===== src/rtl/mips_mc_controller_pkg.sv =====
// Shared encodings for the multicycle MIPS controller: opcodes, functs,
// ALU control codes, mux selects and the FSM state enumeration.
package mips_mc_controller_pkg;

   localparam logic [5:0] OP_RTYPE = 6'b000000;
   localparam logic [5:0] OP_LW    = 6'b100011;
   localparam logic [5:0] OP_SW    = 6'b101011;
   localparam logic [5:0] OP_BEQ   = 6'b000100;
   localparam logic [5:0] OP_BNE   = 6'b000101;
   localparam logic [5:0] OP_ADDI  = 6'b001000;
   localparam logic [5:0] OP_ADDIU = 6'b001001;
   localparam logic [5:0] OP_ORI   = 6'b001101;
   localparam logic [5:0] OP_LUI   = 6'b001111;
   localparam logic [5:0] OP_J     = 6'b000010;
   localparam logic [5:0] OP_JAL   = 6'b000011;

   localparam logic [5:0] FN_NOP  = 6'b000000;
   localparam logic [5:0] FN_JR   = 6'b001000;
   localparam logic [5:0] FN_ADD  = 6'b100000;
   localparam logic [5:0] FN_ADDU = 6'b100001;
   localparam logic [5:0] FN_SUB  = 6'b100010;
   localparam logic [5:0] FN_SUBU = 6'b100011;
   localparam logic [5:0] FN_AND  = 6'b100100;
   localparam logic [5:0] FN_OR   = 6'b100101;
   localparam logic [5:0] FN_SLT  = 6'b101010;
   localparam logic [5:0] FN_SLTU = 6'b101011;

   localparam logic [3:0] ALU_AND   = 4'b0000;
   localparam logic [3:0] ALU_OR    = 4'b0001;
   localparam logic [3:0] ALU_ADD   = 4'b0010;
   localparam logic [3:0] ALU_SUB   = 4'b0110;
   localparam logic [3:0] ALU_SLT   = 4'b0111;
   localparam logic [3:0] ALU_PASSA = 4'b1010;
   localparam logic [3:0] ALU_SLTU  = 4'b1111;

   localparam logic [1:0] PCSRC_ALU    = 2'b00;
   localparam logic [1:0] PCSRC_ALUOUT = 2'b01;
   localparam logic [1:0] PCSRC_JUMP   = 2'b10;

   localparam logic [1:0] SRCB_B       = 2'b00;
   localparam logic [1:0] SRCB_FOUR    = 2'b01;
   localparam logic [1:0] SRCB_IMM     = 2'b10;
   localparam logic [1:0] SRCB_IMM_SL2 = 2'b11;

   typedef enum logic [3:0] {
      S_FETCH, S_DECODE, S_MEMADR, S_MEMRD, S_MEMWB, S_MEMWR, S_REXEC,
      S_RWB, S_JREX, S_BREX, S_IEXEC, S_IWB, S_JEX, S_JALEX
   } state_t;

endpackage


===== src/rtl/mips_mc_controller_if.sv =====
// Control bus between the multicycle controller (master) and the datapath
// (slave): decoded instruction fields and flags in, mux/enable controls out.
interface mips_mc_controller_if;
   logic [5:0] op;
   logic [5:0] funct;
   logic       zero;
   logic       mem_ready;
   logic       iord;
   logic       memread;
   logic       memwrite;
   logic       irwrite;
   logic       pcen;
   logic [1:0] pcsrc;
   logic       alusrca;
   logic [1:0] alusrcb;
   logic       signext;
   logic       shiftl16;
   logic       regdst;
   logic       memtoreg;
   logic       regwrite;
   logic       jal;
   logic [3:0] alucontrol;
   logic       busy_err;
   logic       illegal;

   modport master (
      input  op, funct, zero, mem_ready,
      output iord, memread, memwrite, irwrite, pcen, pcsrc, alusrca, alusrcb,
             signext, shiftl16, regdst, memtoreg, regwrite, jal, alucontrol,
             busy_err, illegal
   );

   modport slave (
      output op, funct, zero, mem_ready,
      input  iord, memread, memwrite, irwrite, pcen, pcsrc, alusrca, alusrcb,
             signext, shiftl16, regdst, memtoreg, regwrite, jal, alucontrol,
             busy_err, illegal
   );
endinterface


===== src/rtl/mips_mc_controller_aludec.sv =====
// R-type funct decoder: maps funct to the ALU control code and flags any
// funct outside the supported set.
module mips_mc_controller_aludec
   import mips_mc_controller_pkg::*;
(
   input  logic [5:0] funct,
   output logic [3:0] alucontrol,
   output logic       illegal
);
   always_comb begin
      alucontrol = ALU_AND;
      illegal    = 1'b0;
      case (funct)
         FN_NOP:          alucontrol = ALU_AND;
         FN_JR:           alucontrol = ALU_PASSA;
         FN_ADD, FN_ADDU: alucontrol = ALU_ADD;
         FN_SUB, FN_SUBU: alucontrol = ALU_SUB;
         FN_AND:          alucontrol = ALU_AND;
         FN_OR:           alucontrol = ALU_OR;
         FN_SLT:          alucontrol = ALU_SLT;
         FN_SLTU:         alucontrol = ALU_SLTU;
         default:         illegal    = 1'b1;
      endcase
   end
endmodule


===== src/rtl/mips_mc_controller.sv =====
// Multicycle MIPS control FSM with a variable-latency memory handshake,
// memory-wait timeout and illegal-instruction detection.
module mips_mc_controller
   import mips_mc_controller_pkg::*;
#(
   parameter int MEM_TIMEOUT = 16
)
(
   input logic                 clk,
   input logic                 reset,
   mips_mc_controller_if.master bus
);
   localparam int CNT_W = (MEM_TIMEOUT > 0) ? $clog2(MEM_TIMEOUT + 1) : 1;

   state_t           state_reg, state_next;
   logic [CNT_W-1:0] wait_cnt_reg, wait_cnt_next;
   logic [3:0]       funct_alu;
   logic             funct_bad;
   logic             mem_state;
   logic             timeout;

   mips_mc_controller_aludec u_mc_aludec (
      .funct      (bus.funct),
      .alucontrol (funct_alu),
      .illegal    (funct_bad)
   );

   always_ff @(posedge clk or negedge reset) begin
      if (!reset) begin
         state_reg    <= S_FETCH;
         wait_cnt_reg <= '0;
      end else begin
         state_reg    <= state_next;
         wait_cnt_reg <= wait_cnt_next;
      end
   end

   assign mem_state = state_reg inside {S_FETCH, S_MEMRD, S_MEMWR};
   assign timeout   = (MEM_TIMEOUT != 0) && mem_state && !bus.mem_ready &&
                      (wait_cnt_reg == CNT_W'(MEM_TIMEOUT));

   always_comb begin
      state_next     = state_reg;
      bus.iord       = 1'b0;
      bus.memread    = 1'b0;
      bus.memwrite   = 1'b0;
      bus.irwrite    = 1'b0;
      bus.pcen       = 1'b0;
      bus.pcsrc      = PCSRC_ALU;
      bus.alusrca    = 1'b0;
      bus.alusrcb    = SRCB_B;
      bus.signext    = 1'b0;
      bus.shiftl16   = 1'b0;
      bus.regdst     = 1'b0;
      bus.memtoreg   = 1'b0;
      bus.regwrite   = 1'b0;
      bus.jal        = 1'b0;
      bus.alucontrol = ALU_ADD;
      bus.busy_err   = 1'b0;
      bus.illegal    = 1'b0;

      case (state_reg)
         S_FETCH: begin
            bus.memread = 1'b1;
            bus.alusrcb = SRCB_FOUR;
            if (timeout) begin
               bus.busy_err = 1'b1;
            end else if (bus.mem_ready) begin
               bus.irwrite = 1'b1;
               bus.pcen    = 1'b1;
               state_next  = S_DECODE;
            end
         end
         S_DECODE: begin
            bus.alusrcb = SRCB_IMM_SL2;
            bus.signext = 1'b1;
            case (bus.op)
               OP_LW, OP_SW:                     state_next = S_MEMADR;
               OP_RTYPE:                         state_next = S_REXEC;
               OP_BEQ, OP_BNE:                   state_next = S_BREX;
               OP_ADDI, OP_ADDIU, OP_ORI, OP_LUI: state_next = S_IEXEC;
               OP_J:                             state_next = S_JEX;
               OP_JAL:                           state_next = S_JALEX;
               default: begin
                  bus.illegal = 1'b1;
                  state_next  = S_FETCH;
               end
            endcase
         end
         S_MEMADR: begin
            bus.alusrca = 1'b1;
            bus.alusrcb = SRCB_IMM;
            bus.signext = 1'b1;
            state_next  = (bus.op == OP_SW) ? S_MEMWR : S_MEMRD;
         end
         S_MEMRD: begin
            bus.memread = 1'b1;
            bus.iord    = 1'b1;
            if (timeout) begin
               bus.busy_err = 1'b1;
               state_next   = S_FETCH;
            end else if (bus.mem_ready) begin
               state_next = S_MEMWB;
            end
         end
         S_MEMWB: begin
            bus.regwrite = 1'b1;
            bus.memtoreg = 1'b1;
            state_next   = S_FETCH;
         end
         S_MEMWR: begin
            bus.iord = 1'b1;
            if (timeout) begin
               bus.busy_err = 1'b1;
               state_next   = S_FETCH;
            end else if (bus.mem_ready) begin
               bus.memwrite = 1'b1;
               state_next   = S_FETCH;
            end
         end
         S_REXEC: begin
            bus.alusrca    = 1'b1;
            bus.alucontrol = funct_alu;
            if (bus.funct == FN_JR) begin
               state_next = S_JREX;
            end else if (funct_bad) begin
               bus.illegal = 1'b1;
               state_next  = S_FETCH;
            end else begin
               state_next = S_RWB;
            end
         end
         S_RWB: begin
            bus.regwrite = 1'b1;
            bus.regdst   = 1'b1;
            state_next   = S_FETCH;
         end
         S_JREX: begin
            bus.alusrca    = 1'b1;
            bus.alucontrol = ALU_PASSA;
            bus.pcen       = 1'b1;
            state_next     = S_FETCH;
         end
         S_BREX: begin
            bus.alusrca    = 1'b1;
            bus.alucontrol = ALU_SUB;
            bus.pcsrc      = PCSRC_ALUOUT;
            bus.pcen       = (bus.op == OP_BNE) ? !bus.zero : bus.zero;
            state_next     = S_FETCH;
         end
         S_IEXEC: begin
            bus.alusrca = 1'b1;
            bus.alusrcb = SRCB_IMM;
            case (bus.op)
               OP_ORI:  bus.alucontrol = ALU_OR;
               OP_LUI:  bus.shiftl16   = 1'b1;
               default: bus.signext    = 1'b1;
            endcase
            state_next = S_IWB;
         end
         S_IWB: begin
            bus.regwrite = 1'b1;
            state_next   = S_FETCH;
         end
         S_JEX: begin
            bus.pcsrc  = PCSRC_JUMP;
            bus.pcen   = 1'b1;
            state_next = S_FETCH;
         end
         S_JALEX: begin
            // PC already holds PC+4 here, so the link value is taken directly from PC
            bus.jal      = 1'b1;
            bus.regwrite = 1'b1;
            bus.pcsrc    = PCSRC_JUMP;
            bus.pcen     = 1'b1;
            state_next   = S_FETCH;
         end
         default: state_next = S_FETCH;
      endcase

      if (timeout || (state_next != state_reg)) begin
         wait_cnt_next = '0;
      end else if (mem_state && !bus.mem_ready && (MEM_TIMEOUT != 0)) begin
         wait_cnt_next = wait_cnt_reg + CNT_W'(1);
      end else begin
         wait_cnt_next = wait_cnt_reg;
      end

      // Asynchronous reset must silence every write enable and pulse immediately
      if (!reset) begin
         bus.memwrite = 1'b0;
         bus.irwrite  = 1'b0;
         bus.pcen     = 1'b0;
         bus.regwrite = 1'b0;
         bus.busy_err = 1'b0;
         bus.illegal  = 1'b0;
      end
   end
endmodule


===== src/flat_wrapper.sv =====
// flat-port wrapper written by rule: the top's interface ports become plain ports
module mips_mc_controller_flat import mips_mc_controller_pkg::*;
#(
   parameter int MEM_TIMEOUT = 16
)
  (clk, reset, bus_op, bus_funct, bus_zero, bus_mem_ready, bus_iord, bus_memread, bus_memwrite, bus_irwrite, bus_pcen, bus_pcsrc, bus_alusrca, bus_alusrcb, bus_signext, bus_shiftl16, bus_regdst, bus_memtoreg, bus_regwrite, bus_jal, bus_alucontrol, bus_busy_err, bus_illegal);
  mips_mc_controller_if bus_i ();
  input logic clk;
  input logic reset;
  input wire logic [$bits(bus_i.op)-1:0] bus_op;
  input wire logic [$bits(bus_i.funct)-1:0] bus_funct;
  input wire logic [$bits(bus_i.zero)-1:0] bus_zero;
  input wire logic [$bits(bus_i.mem_ready)-1:0] bus_mem_ready;
  output wire logic [$bits(bus_i.iord)-1:0] bus_iord;
  output wire logic [$bits(bus_i.memread)-1:0] bus_memread;
  output wire logic [$bits(bus_i.memwrite)-1:0] bus_memwrite;
  output wire logic [$bits(bus_i.irwrite)-1:0] bus_irwrite;
  output wire logic [$bits(bus_i.pcen)-1:0] bus_pcen;
  output wire logic [$bits(bus_i.pcsrc)-1:0] bus_pcsrc;
  output wire logic [$bits(bus_i.alusrca)-1:0] bus_alusrca;
  output wire logic [$bits(bus_i.alusrcb)-1:0] bus_alusrcb;
  output wire logic [$bits(bus_i.signext)-1:0] bus_signext;
  output wire logic [$bits(bus_i.shiftl16)-1:0] bus_shiftl16;
  output wire logic [$bits(bus_i.regdst)-1:0] bus_regdst;
  output wire logic [$bits(bus_i.memtoreg)-1:0] bus_memtoreg;
  output wire logic [$bits(bus_i.regwrite)-1:0] bus_regwrite;
  output wire logic [$bits(bus_i.jal)-1:0] bus_jal;
  output wire logic [$bits(bus_i.alucontrol)-1:0] bus_alucontrol;
  output wire logic [$bits(bus_i.busy_err)-1:0] bus_busy_err;
  output wire logic [$bits(bus_i.illegal)-1:0] bus_illegal;
  assign bus_i.op = bus_op;
  assign bus_i.funct = bus_funct;
  assign bus_i.zero = bus_zero;
  assign bus_i.mem_ready = bus_mem_ready;
  assign bus_iord = bus_i.iord;
  assign bus_memread = bus_i.memread;
  assign bus_memwrite = bus_i.memwrite;
  assign bus_irwrite = bus_i.irwrite;
  assign bus_pcen = bus_i.pcen;
  assign bus_pcsrc = bus_i.pcsrc;
  assign bus_alusrca = bus_i.alusrca;
  assign bus_alusrcb = bus_i.alusrcb;
  assign bus_signext = bus_i.signext;
  assign bus_shiftl16 = bus_i.shiftl16;
  assign bus_regdst = bus_i.regdst;
  assign bus_memtoreg = bus_i.memtoreg;
  assign bus_regwrite = bus_i.regwrite;
  assign bus_jal = bus_i.jal;
  assign bus_alucontrol = bus_i.alucontrol;
  assign bus_busy_err = bus_i.busy_err;
  assign bus_illegal = bus_i.illegal;
  mips_mc_controller #(.MEM_TIMEOUT(MEM_TIMEOUT)) u_core (.clk(clk), .reset(reset), .bus(bus_i));
endmodule

===== config.mk =====
export PLATFORM = sky130hd
export DESIGN_NAME = mips_mc_controller_flat
export DESIGN_NICKNAME = d
export VERILOG_FILES = /design/src/rtl/mips_mc_controller_pkg.sv /design/src/rtl/mips_mc_controller_if.sv /design/src/rtl/mips_mc_controller_aludec.sv /design/src/rtl/mips_mc_controller.sv /design/src/flat_wrapper.sv
export SDC_FILE = /design/constraint.sdc
export NUM_CORES = 1
export LEC_CHECK = 0
export ABC_AREA = 0
export CELL_PAD_IN_SITES_DETAIL_PLACEMENT = 2
export CELL_PAD_IN_SITES_GLOBAL_PLACEMENT = 2
export CORE_MARGIN = 4
export CORE_UTILIZATION = 23
export CTS_CLUSTER_SIZE = 20
export DETAILED_ROUTE_END_ITERATION = 8
export PLACE_DENSITY = 0.76
export SETUP_SLACK_MARGIN = 0.4
export SLEW_MARGIN = 20
export SYNTH_ARGS = -nofsm -noshare
export SYNTH_HDL_FRONTEND = slang
export SYNTH_HIERARCHICAL = 1
export SYNTH_SLANG_ARGS = --single-unit

===== constraint.sdc =====
create_clock -name clk -period 2.11 [get_ports clk]
set_clock_uncertainty 0.05 [all_clocks]
set_input_delay 0.3165 -clock clk [delete_from_list [all_inputs] [get_ports clk]]
set_output_delay 0.3165 -clock clk [all_outputs]
set_load 0.03 [all_outputs]

==> impl_metrics.env, run 1 <==
export IMPL_numPortBuffers=37
export IMPL_synth_compound_area_share=0.1829
export IMPL_synth_most_common_cell="nor2_1"
export IMPL_yosysWarnings=6
export IMPL_post_dp_cell_area_um2=2067
export IMPL_cts_htree_levels=1
export IMPL_synth_fa_ha_area_frac=0.01967
export IMPL_ios=38
export IMPL_rows=26
export IMPL_synth_nets=193
export IMPL_synth_top_family_by_area="simple AND/OR/NAND/NOR gates"
export IMPL_crit_endpoint="u_core/wait_cnt_reg[3]$_DFFE_PN0P_/D"
export IMPL_tool_error="[ERROR DPL-0033] detailed placement checks failed during check placement."
export IMPL_synth_largest_area_cell="dfrtp_1"
export IMPL_die_w_um=82.38
export IMPL_post_dp_hpwl_mm=4.475
export IMPL_synth_flop_cell="dfrtp_1"
export IMPL_synth_common_cells="nor2_1, nand2_1, nor3_1"
export IMPL_synth_xor_area_frac=0.07670
export IMPL_ctsHoldBuffers=0
export IMPL_yosysSeqAreaShare=0.1770
export IMPL_synth_seq_cells=9
export IMPL_cts_sinks=9
export IMPL_avgSynthCellArea_um2=7.271
export IMPL_synth_top_area_frac=0.1770
export IMPL_synth_cells=175
export IMPL_antenna_found_initial=0
export IMPL_async_flop_share=1.000
export IMPL_endpoint_type="register data pin"
export IMPL_status="did not finish"
export IMPL_ys_types=43
export IMPL_lastStage="global routing (5_1_grt)"
export IMPL_dieHeight_um=82.38
export IMPL_initial_core_util=0.2430
export IMPL_synthTopCellsByArea="dfrtp_1, nor2_1, nor3_1, a21oi_1, nand2_1"
export IMPL_grt_max_degree=11
export IMPL_clockBufferDepth=2
export IMPL_synth_area_mux_share=0.01573
export IMPL_synthSimpleGateAreaFrac=0.4464
export IMPL_synth_edf_count=0
export IMPL_cts_root_buf="clkbuf_8"
export IMPL_numCtsBuffers=3
export IMPL_syn_cell_area_um2=1272
export IMPL_gp_congestion=0.7641
cells by family after synthesis:
| logic type | Yosys count |
|---|---|
| XOR/XNOR | 9 |
| AND/OR/NAND/NOR | 99 |
| flip-flops | 9 |
| adder cells (fa/ha/maj) | 2 |
| AO/OA/AOI/OAI | 34 |
| buffers and inverters | 20 |
| multiplexers | 2 |
what timing repair did:
| action | 4_1_cts |
|---|---|
| resized for setup | 141 |
| pin swaps | 35 |
| endpoints found under the setup margin | 30 |
| cloned | 1 |
| endpoints found under the hold margin | 0 |
| setup buffers | 29 |
through the flow:
step	cells	setup WS, ps	utilization
floorplan	175	176.5	-
global placement	319	-427.0	0.3946
detailed placement	319	-549.8	0.3946
CTS	353	-43.75	0.5251
==> inputs of run 2 (changes only) <==
CELL_PAD_IN_SITES_DETAIL_PLACEMENT = default   (was 2)
CELL_PAD_IN_SITES_GLOBAL_PLACEMENT = default   (was 2)
CORE_UTILIZATION = 28   (was 23)
CTS_CLUSTER_SIZE = default   (was 20)
PLACE_DENSITY = default   (was 0.76)
PLACE_DENSITY_LB_ADDON = 0.15   (was default)
SETUP_SLACK_MARGIN = default   (was 0.4)
clock period = 2.74 ns   (was 2.11 ns; I/O delays follow)
==> run 2 against run 1 <==
Area after synthesis is the same. Synthesized cell count unchanged. The run now ends clean.
==> impl_metrics.env, run 2 <==
export IMPL_vias=1431
export IMPL_cts_tree="built"
export IMPL_finalMaxSlewViolations=0
export IMPL_dieHeight_um=75.42
export IMPL_drive_above_1_share=0.1719
export IMPL_fin_crit_ps=2675
export IMPL_crit_arrival_ps=2210
export IMPL_synth_seq_cells=9
export IMPL_drt_drc_violations_left=0
export IMPL_max_vdd_ir_drop_v=0.0002884
export IMPL_overflow=0
export IMPL_critical_path_cell_chain="clkdlybuf4s50_1 > or3_4 > nor3_2 > xor2_1 > o21ai_0 > o21ai_0 > and3b_1 > buf_4"
export IMPL_fin_cells=273
export IMPL_route_met3_wl_um=233
export IMPL_cp_num_buf_inv=2
export IMPL_synth_flop_cell="dfrtp_1"
export IMPL_fmax_mhz=373.8
export IMPL_cts_root_buf="clkbuf_8"
export IMPL_crit_type="input pin to output port"
export IMPL_core_area_um2=4384
export IMPL_period_share=0.9763
export IMPL_antenna_found_initial=0
export IMPL_ys_types=43
export IMPL_whs_ps=527.9
export IMPL_yosysSeqAreaShare=0.1770
export IMPL_crit_path_end_kind="output port"
export IMPL_cp_max_fo=4
export IMPL_synth_cells=175
export IMPL_leakagePower_nw=0.7898
export IMPL_dr_pass1_iters=4
export IMPL_gp_congestion=0.7984
export IMPL_initial_core_util=0.2902
export IMPL_drt_initial_drc_count=73
export IMPL_max_slew_margin=0.5264
export IMPL_largest_reg_flops=5
export IMPL_wl_met1_mm=1.751
export IMPL_crit_path_start_kind="input pin"
export IMPL_synth_common_cells="nor2_1, nand2_1, nor3_1"
export IMPL_grt_setup_unrepaired="no"
export IMPL_synth_top_area_frac=0.1770
export IMPL_numPortBuffers=37
export IMPL_grt_max_degree=13
export IMPL_setup_viol=0
export IMPL_dr_max_layer_used="met3"
export IMPL_dp_cells=269
export IMPL_die_area_um2=5687
export IMPL_path_clk_slew_ps=40
export IMPL_clk_latency_ps=230
export IMPL_synth_largest_area_cell="dfrtp_1"
export IMPL_slowest_delay_ps=460
export IMPL_grt_first_pass_wirelength_mm=5.996
export IMPL_wl_per_cell_um=13.51
export IMPL_synth_edf_count=0
export IMPL_ios=38
export IMPL_die_w_um=75.42
export IMPL_slowest_stage="clkdlybuf4s50_1"
export IMPL_cap_violations=0
export IMPL_async_flop_share=1.000
export IMPL_area_growth_pct=43.95
export IMPL_synth_most_common_cell="nor2_1"
export IMPL_p_per_area_nw_per_um2=639.3
export IMPL_fin_setup_tns_ps=0
export IMPL_final_antenna_net_count=0
export IMPL_cp_top_family="simple AND/OR/NAND/NOR gates"
export IMPL_rows=24
export IMPL_wl_met2_mm=1.702
export IMPL_cts_setup_buffers=0
export IMPL_critPathRequiredTime_ps=2280
export IMPL_yosysWarnings=6
export IMPL_tightest_slew_ps=692.4
export IMPL_track_usage=0.1322
export IMPL_avgSynthCellArea_um2=7.271
export IMPL_synthTopCellsByArea="dfrtp_1, nor2_1, nor3_1, a21oi_1, nand2_1"
export IMPL_synth_nets=193
export IMPL_avgViaCountPerCell=5.242
export IMPL_numCtsBuffers=3
export IMPL_layout_common_cells="clkdlybuf4s50_1, nor2_1, buf_4, nand2_1, nor3_1"
export IMPL_cts_htree_levels=1
export IMPL_drt_wl_total_mm=3.687
export IMPL_clockBufferDepth=2
export IMPL_final_common_cell="clkdlybuf4s50_1"
export IMPL_syn_cell_area_um2=1272
export IMPL_cpMostUsedCell="o21ai_0"
export IMPL_finalHoldViolCount=0
export IMPL_cts_sinks=9
export IMPL_holdCritPathClass="input pin to async pin"
export IMPL_nNetsFinal=240
export IMPL_power_mw=1.171
export IMPL_antennaDiodeCount=0
export IMPL_status="finished clean"
export IMPL_post_dp_hpwl_mm=3.005
export IMPL_grt_pass1_vias=1304
-- run 2: cell counts after synthesis --
No cell type changed its count.
-- run 2: logic make-up after synthesis --
group / after synthesis / synth area share
buffers and inverters: 20 / 0.08161
flip-flops: 9 / 0.1770
adder cells (fa/ha/maj): 2 / 0.01966
AND/OR/NAND/NOR: 99 / 0.4464
XOR/XNOR: 9 / 0.07670
multiplexers: 2 / 0.01573
AO/OA/AOI/OAI: 34 / 0.1829
-- run 2: final timing paths --
kind                                                    start                            endpoint  slack [ps]  cells after the start
max                                                 bus_op[3]                            bus_pcen          60                      8
min                                                     reset  u_core/wait_cnt_reg[4]$_DFFE_PN0P_         530                      2
min in group clk           u_core/wait_cnt_reg[4]$_DFFE_PN0P_  u_core/wait_cnt_reg[4]$_DFFE_PN0P_         560                      2
min reg2reg                u_core/wait_cnt_reg[4]$_DFFE_PN0P_  u_core/wait_cnt_reg[4]$_DFFE_PN0P_         560                      2
max reg2reg                     u_core/state_reg[3]$_DFF_PN0_  u_core/wait_cnt_reg[2]$_DFFE_PN0P_         460                      6
max in group asynchronous                               reset       u_core/state_reg[2]$_DFF_PN0_        1950                      2
-- run 2: power breakdown --
| part | total, mW | switching [mW] | internal (mW) |
|---|---|---|---|
| Clock | 0.150 | 0.0488 | 0.101 |
| Sequential | 0.205 | 0.0484 | 0.157 |
| Combinational | 0.816 | 0.457 | 0.359 |
-- run 2: final cells by class --
| type | count | area [um2] |
|---|---|---|
| Clock buffer | 4 | 45.04 |
| Tap cell | 52 | 65.06 |
| Timing Repair Buffer | 54 | 503.0 |
| Sequential cell | 9 | 226.5 |
| Fill cell | 443 | 2552 |
| Inverter | 8 | 30.03 |
| Multi-Input combinational cell | 146 | 962.2 |
-- run 2: layer usage --
metal  up-vias  global-route usage
met5         -                   0
met4         0             0.02913
met3         0             0.01319
met2        53              0.2119
met1       661              0.1917
li1        717                   -
-- run 2: stage by stage --
stage | utilization | setup WS [ps] | cell area, um2
after floorplan | - | 20.74 | 1272
after global placement | 0.4013 | 84.61 | 1759
after detailed placement | 0.4013 | 42.23 | 1759
after CTS | 0.4115 | 41.19 | 1804
after global routing | 0.4178 | 3.793 | 1832
final | 0.4178 | 64.86 | 1832
-- run 2: timing repair --
action	CTS	global route
setup endpoints to repair	0	8
hold buffers	0	0
resized for setup	0	7
No activity file was read; power rests on OpenSTA's default activity.
==> inputs of run 3 (changes only) <==
CTS_CLUSTER_SIZE = 25   (was default)
==> results of run 3 <==
No change in the layout: final DEF, timing and power equal those of run 2.
==> inputs of run 4 (changes only) <==
CTS_CLUSTER_DIAMETER = 60   (was default)
==> results of run 4 <==
No change in the layout: final DEF, timing and power equal those of run 2.
